### config.mk
export PLATFORM = sky130hd
export DESIGN_NAME = dcache_miss_ctl
export DESIGN_NICKNAME = d
export VERILOG_FILES = /design/src/rtl/cache_pkg.sv /design/src/rtl/dcache_miss_ctl_line_buffer.sv /design/src/rtl/dcache_miss_ctl.sv
export SDC_FILE = /design/constraint.sdc
export NUM_CORES = 2
export LEC_CHECK = 0
export ABC_AREA = 1
export ABC_CLOCK_PERIOD_IN_PS = 2200
export CORE_AREA = 2 2 467 469
export CTS_CLUSTER_DIAMETER = 200
export DETAILED_ROUTE_END_ITERATION = 8
export DIE_AREA = 0 0 469 471
export PLACE_DENSITY = 0.39
export REMOVE_ABC_BUFFERS = 1
export SLEW_MARGIN = 15
export SYNTH_ARGS = -nofsm -noshare
export SYNTH_HDL_FRONTEND = slang
export SYNTH_HIERARCHICAL = 1
export SYNTH_SLANG_ARGS = --single-unit
### constraint.sdc
create_clock -name clk -period 2.2 [get_ports clk]
set_input_delay 0.55 -clock clk [delete_from_list [all_inputs] [get_ports clk]]
set_output_delay 0.55 -clock clk [all_outputs]
set_load 0.02 [all_outputs]
### src/rtl/cache_pkg.sv
// Shared types and constants for the data-cache miss/refill path.
// Holds the sequencer state encoding and the line-base helper.
package cache_pkg;

    localparam int LINE_BYTES = 64;
    localparam int BEAT_W     = 32;
    localparam int BEATS      = LINE_BYTES * 8 / BEAT_W;
    localparam int OFFSET_W   = $clog2(LINE_BYTES);

    typedef enum logic [2:0] {
        ST_IDLE,
        ST_WB,
        ST_RD_REQ,
        ST_RD_WAIT,
        ST_DONE
    } miss_state_t;

    function automatic logic [31:0] line_base(input logic [31:0] addr, input int unsigned offset_w);
        logic [31:0] mask;
        mask = ~((32'd1 << offset_w) - 32'd1);
        return addr & mask;
    endfunction

endpackage

### src/rtl/dcache_miss_ctl_line_buffer.sv
// Beat-addressable line register: one beat written per cycle, whole line read flat.
// Write lands on the next edge; no backpressure, the writer owns the index.
module line_buffer #(
    parameter int BEATS  = 16,
    parameter int BEAT_W = 32
) (
    input  logic                       clk,
    input  logic                       rst,
    input  logic                       we,
    input  logic [$clog2(BEATS)-1:0]   idx,
    input  logic [BEAT_W-1:0]          wdata,
    output logic [BEATS*BEAT_W-1:0]    line
);

    logic [BEATS-1:0][BEAT_W-1:0] slots;

    always_ff @(posedge clk) begin
        if (!rst) begin
            slots <= '0;
        end else if (we) begin
            slots[idx] <= wdata;
        end
    end

    assign line = slots;

endmodule

### src/rtl/dcache_miss_ctl.sv
// Miss sequencer: optional dirty-line writeback, beat-by-beat refill, one-cycle fill pulse.
// Clean miss 2*BEATS+1 cycles, dirty 3*BEATS+1; mem_gnt/mem_rvalid gaps stretch it cycle for cycle.
module dcache_miss_ctl #(
    parameter int LINE_BYTES = cache_pkg::LINE_BYTES,
    parameter int BEAT_W     = cache_pkg::BEAT_W
) (
    input  logic                    clk,
    input  logic                    rst,
    input  logic                    cache_miss,
    input  logic [31:0]             miss_addr,
    input  logic                    evict,
    input  logic [31:0]             evict_addr,
    input  logic [LINE_BYTES*8-1:0] evict_data,
    output logic                    stall,
    output logic                    fill_valid,
    output logic [LINE_BYTES*8-1:0] fill_line,
    output logic                    mem_req,
    output logic                    mem_we,
    output logic [31:0]             mem_addr,
    output logic [BEAT_W-1:0]       mem_wdata,
    input  logic                    mem_gnt,
    input  logic                    mem_rvalid,
    input  logic [BEAT_W-1:0]       mem_rdata
);

    import cache_pkg::*;

    localparam int BEATS      = LINE_BYTES * 8 / BEAT_W;
    localparam int OFFSET_W   = $clog2(LINE_BYTES);
    localparam int CNT_W      = $clog2(BEATS);
    localparam int BEAT_BYTES = BEAT_W / 8;
    localparam logic [CNT_W-1:0] LAST_BEAT = CNT_W'(BEATS - 1);

    miss_state_t                  state, state_nxt;
    logic [CNT_W-1:0]             beat, beat_nxt;
    logic [31:0]                  miss_base, evict_base, beat_off;
    logic [BEATS-1:0][BEAT_W-1:0] victim;
    logic                         accept, buf_we;

    line_buffer #(
        .BEATS  (BEATS),
        .BEAT_W (BEAT_W)
    ) u_fill_buf (
        .clk   (clk),
        .rst   (rst),
        .we    (buf_we),
        .idx   (beat),
        .wdata (mem_rdata),
        .line  (fill_line)
    );

    always_ff @(posedge clk) begin
        if (!rst) begin
            state      <= ST_IDLE;
            beat       <= '0;
            miss_base  <= '0;
            evict_base <= '0;
            victim     <= '0;
        end else begin
            state <= state_nxt;
            beat  <= beat_nxt;
            // Everything the cache may change mid-miss is captured once here.
            if (accept) begin
                miss_base  <= line_base(miss_addr, OFFSET_W);
                evict_base <= line_base(evict_addr, OFFSET_W);
                victim     <= evict_data;
            end
        end
    end

    assign beat_off = 32'(beat) * 32'(BEAT_BYTES);
    assign stall    = (state != ST_IDLE) | cache_miss;

    always_comb begin
        state_nxt  = state;
        beat_nxt   = beat;
        accept     = 1'b0;
        buf_we     = 1'b0;
        fill_valid = 1'b0;
        mem_req    = 1'b0;
        mem_we     = 1'b0;
        mem_addr   = '0;
        mem_wdata  = '0;
        case (state)
            ST_IDLE: begin
                if (cache_miss) begin
                    accept    = 1'b1;
                    beat_nxt  = '0;
                    state_nxt = evict ? ST_WB : ST_RD_REQ;
                end
            end
            ST_WB: begin
                mem_req   = 1'b1;
                mem_we    = 1'b1;
                mem_addr  = evict_base + beat_off;
                mem_wdata = victim[beat];
                if (mem_gnt) begin
                    if (beat == LAST_BEAT) begin
                        beat_nxt  = '0;
                        state_nxt = ST_RD_REQ;
                    end else begin
                        beat_nxt = beat + 1'b1;
                    end
                end
            end
            ST_RD_REQ: begin
                mem_req  = 1'b1;
                mem_addr = miss_base + beat_off;
                if (mem_gnt) begin
                    state_nxt = ST_RD_WAIT;
                end
            end
            ST_RD_WAIT: begin
                if (mem_rvalid) begin
                    buf_we = 1'b1;
                    if (beat == LAST_BEAT) begin
                        beat_nxt  = '0;
                        state_nxt = ST_DONE;
                    end else begin
                        beat_nxt  = beat + 1'b1;
                        state_nxt = ST_RD_REQ;
                    end
                end
            end
            ST_DONE: begin
                fill_valid = 1'b1;
                state_nxt  = ST_IDLE;
            end
            default: state_nxt = ST_IDLE;
        endcase
    end

endmodule

==> impl_metrics.csv <==
group,metric,value,unit
worst_setup_path,cp_max_fo,7,
placement,port_buffers,1179,
synthesis,synthCells,6694,
route,wire_per_inst,24.1,µm
min_path,hold_class,"input port to register",
run,drv_cap,0,
finish,most-common-layout-cells,"1,612 x nor2_1, 1,301 x nand2_1, 1,075 x dfxtp_1, 601 x clkdlybuf4s50_1, 542 x o21ai_0",
power_and_ir_drop,irDropWorstVdd,0.000708,V
floorplanning,fp-row-count,171,
status,outcome,"complete, but fails checks",
grt,overflow,0,
finish,mostFrequentLayoutCell,"nor2_1",
timing,max_freq,331,MHz
worst_setup_path,arrival,2.47,ns
timing,holdWs,0.193,ns
clock_tree,clk_pin_slew,0.06,ns
finish,drive_above_1_share,17.4,%
power_and_ir_drop,p_total,72.5,mW
synthesis,ys_ff_latch,1083,
worst_setup_path,cp.required,1.65,ns
timing,setup_viol,182,
timing,skew,0.0716,ns
floorplanning,ios,1194,
grt,grt_pass1_wl,344,mm
worst_setup_path,crit_buf_inv,5,
clock_tree,cts_sinks,1083,
timing,min_period,3.02,ns
timing,finalHoldViolations,0,
finish,nets,8778,
worst_setup_path,crit_chain,"buf_12 -> buf_16 -> buf_16 -> buf_8 -> nor2_1 -> nor2_1 -> nand2_1 -> nand3_2 -> nand3_2 -> a21oi_2 -> buf_4",
synthesis,synth_area,45100,µm²
timing,fin_ws,-0.822,ns
placement,gp_congestion,0.861,
route,ant_nets,0,
floorplanning,start_util,20.9,%
timing,slew_viol_final,0,
synthesis,ys_seq_area_share,48.0,%
status,violations,"setup timing",
finish,instances_no_fill,11100,
clock_tree,worstSkewPairLatency,0.80,ns
clock_tree,holdBufCountCts,0,
timing,max_slew.worst_pin.slew,0.574,ns
finish,syn2layout_area_growth,65.7,%
worst_setup_path,cpPeakStageDelay,0.35,ns
worst_setup_path,cp-end-kind,"primary output",
power_and_ir_drop,powerDensity,970,nW/µm²
clock_tree,cts_tree,"yes",
clock_tree,cts-root-buf,"clkbuf_16",
clock_tree,clock_path_buffers,3,
floorplanning,die_x,469,µm
min_path,worst_hold_startpoint,"rst",
synthesis,synth_top_cell_area_share,48.0,%
synthesis,synthTopCellsByArea,"dfxtp_1 48%, nor2_1 14%, nand2_1 12%",
synthesis,synth.distinct_cells,27,
worst_setup_path,crit_type,"register to primary output",
worst_setup_path,crit_start,"beat[0]",
route,drtIter0Drc,3526,
clock_tree,numCtsBuffers,141,
grt,grt_usage,21.6,%
timing,max_slew_margin,61.7,%
worst_setup_path,critPathLaunchType,"register",
clock_tree,htree_levels,4,
timing,rsz0062_at_grt,"true",
route,wirelength,269,mm
finish,design_area,74800,µm²
timing,finalSetupTns,-44.46,ns
finish,final_util,34.6,%
worst_setup_path,critPathSlowestCell,"dfxtp_4",
synthesis,syn_avg_cell_area,6.74,µm²
placement,pre_cts_slack,-0.746,ns
placement,hpwl,187,mm
grt,grt_pass1_vias,46000,
floorplanning,die_height,471,µm
placement,dpl_cell_area,63400,µm²
route,via_per_inst,4.42,
placement,dp.cells,10700,
grt,antenna_found_initial,45,
grt,grt_max_degree,77,
worst_setup_path,timing.rr.start,"state[2]",
floorplanning,fp.coreArea,216000,µm²
route,first_pass_iters,5,
synthesis,synth_top_area_cell,"dfxtp_1",
synthesis,yosys_warnings,6,
worst_setup_path,crit_family,"buffers and inverters",
floorplanning,die_area,221000,µm²
timing,period_share,137,%
power_and_ir_drop,leakage,39.0,nW
route,drc,0,
route,via_count,49200,
==> flip-flops by register name, summed over array words and instances, names as in the netlist <==
| signal | cells |
|---|---|
| u_fill_buf/line | 512 |
| victim | 512 |
| evict_base | 26 |
| miss_base | 26 |
| beat | 4 |
| state | 3 |
==> final timing paths <==
kind	endpoint	slack [ns]	cells after the start
max reg2reg	victim[285]	-0.13	12
min reg2reg	victim[467]	0.45	2
min	victim[140]	0.19	3
max	mem_wdata[11]	-0.82	11
==> power breakdown <==
part	total (mW)	switching, mW	leakage [nW]	internal, mW
Sequential	23.7	1.06	8.85	22.6
Combinational	25.3	14.7	27.9	10.6
Clock	23.6	9.84	2.28	13.7
==> tightest hold or removal path: stages <==
cell	delay (ns)
buf_8	0.20
o21ai_0	0.12
a21oi_1	0.04
==> cell families (layout without fill, tap and decap cells) <==
kind of cell	count (synthesis)	after routing	share of synthesized area, %
AND/OR/NAND/NOR	3584	3584	31.3
flip-flops	1083	1083	48.0
AO/OA/AOI/OAI	1014	1014	11.5
buffers and inverters	1010	2583	9.11
adder cells (fa/ha/maj)	1	1	0.0277
other	1	15	0.00831
XOR/XNOR	1	1	0.0194
==> cell type report <==
class,instances,area (µm²)
fillers,22900,141000
flip-flops and latches,1083,21700
repair buffers,1834,21600
multi-input cells,4602,21300
clock buffers,208,4100
well taps,2854,3570
inverters,501,1920
clock inverters,40,571
diodes,13,32.5
==> synthesized netlist by cell type (all sizes together) <==
cell and number:
ha 1, conb 1, nand2 1500, nand3 336, dfxtp 1083, buf 283
nor2 1679, nand4 65, a21oi 421, clkbuf 226, inv 500, a32o 26
o21a 1, o21ai 566, clkinv 1, nor3 4, xor2 1
==> per-layer routing <==
metal	track usage, %	vias to the layer above	routed length (µm)
li1	-	23900	-
met4	9.08	16	12600
met3	4.80	427	16500
met1	25.0	23300	110000
met2	37.9	1548	130000
met5	0	-	111
==> timing repair <==
action	CTS	global route
pin swaps	73	189
gates cloned	21	71
setup endpoints to repair	693	975
resized for setup	515	974
setup buffers	30	60
Power figures use the tool's default switching activity.
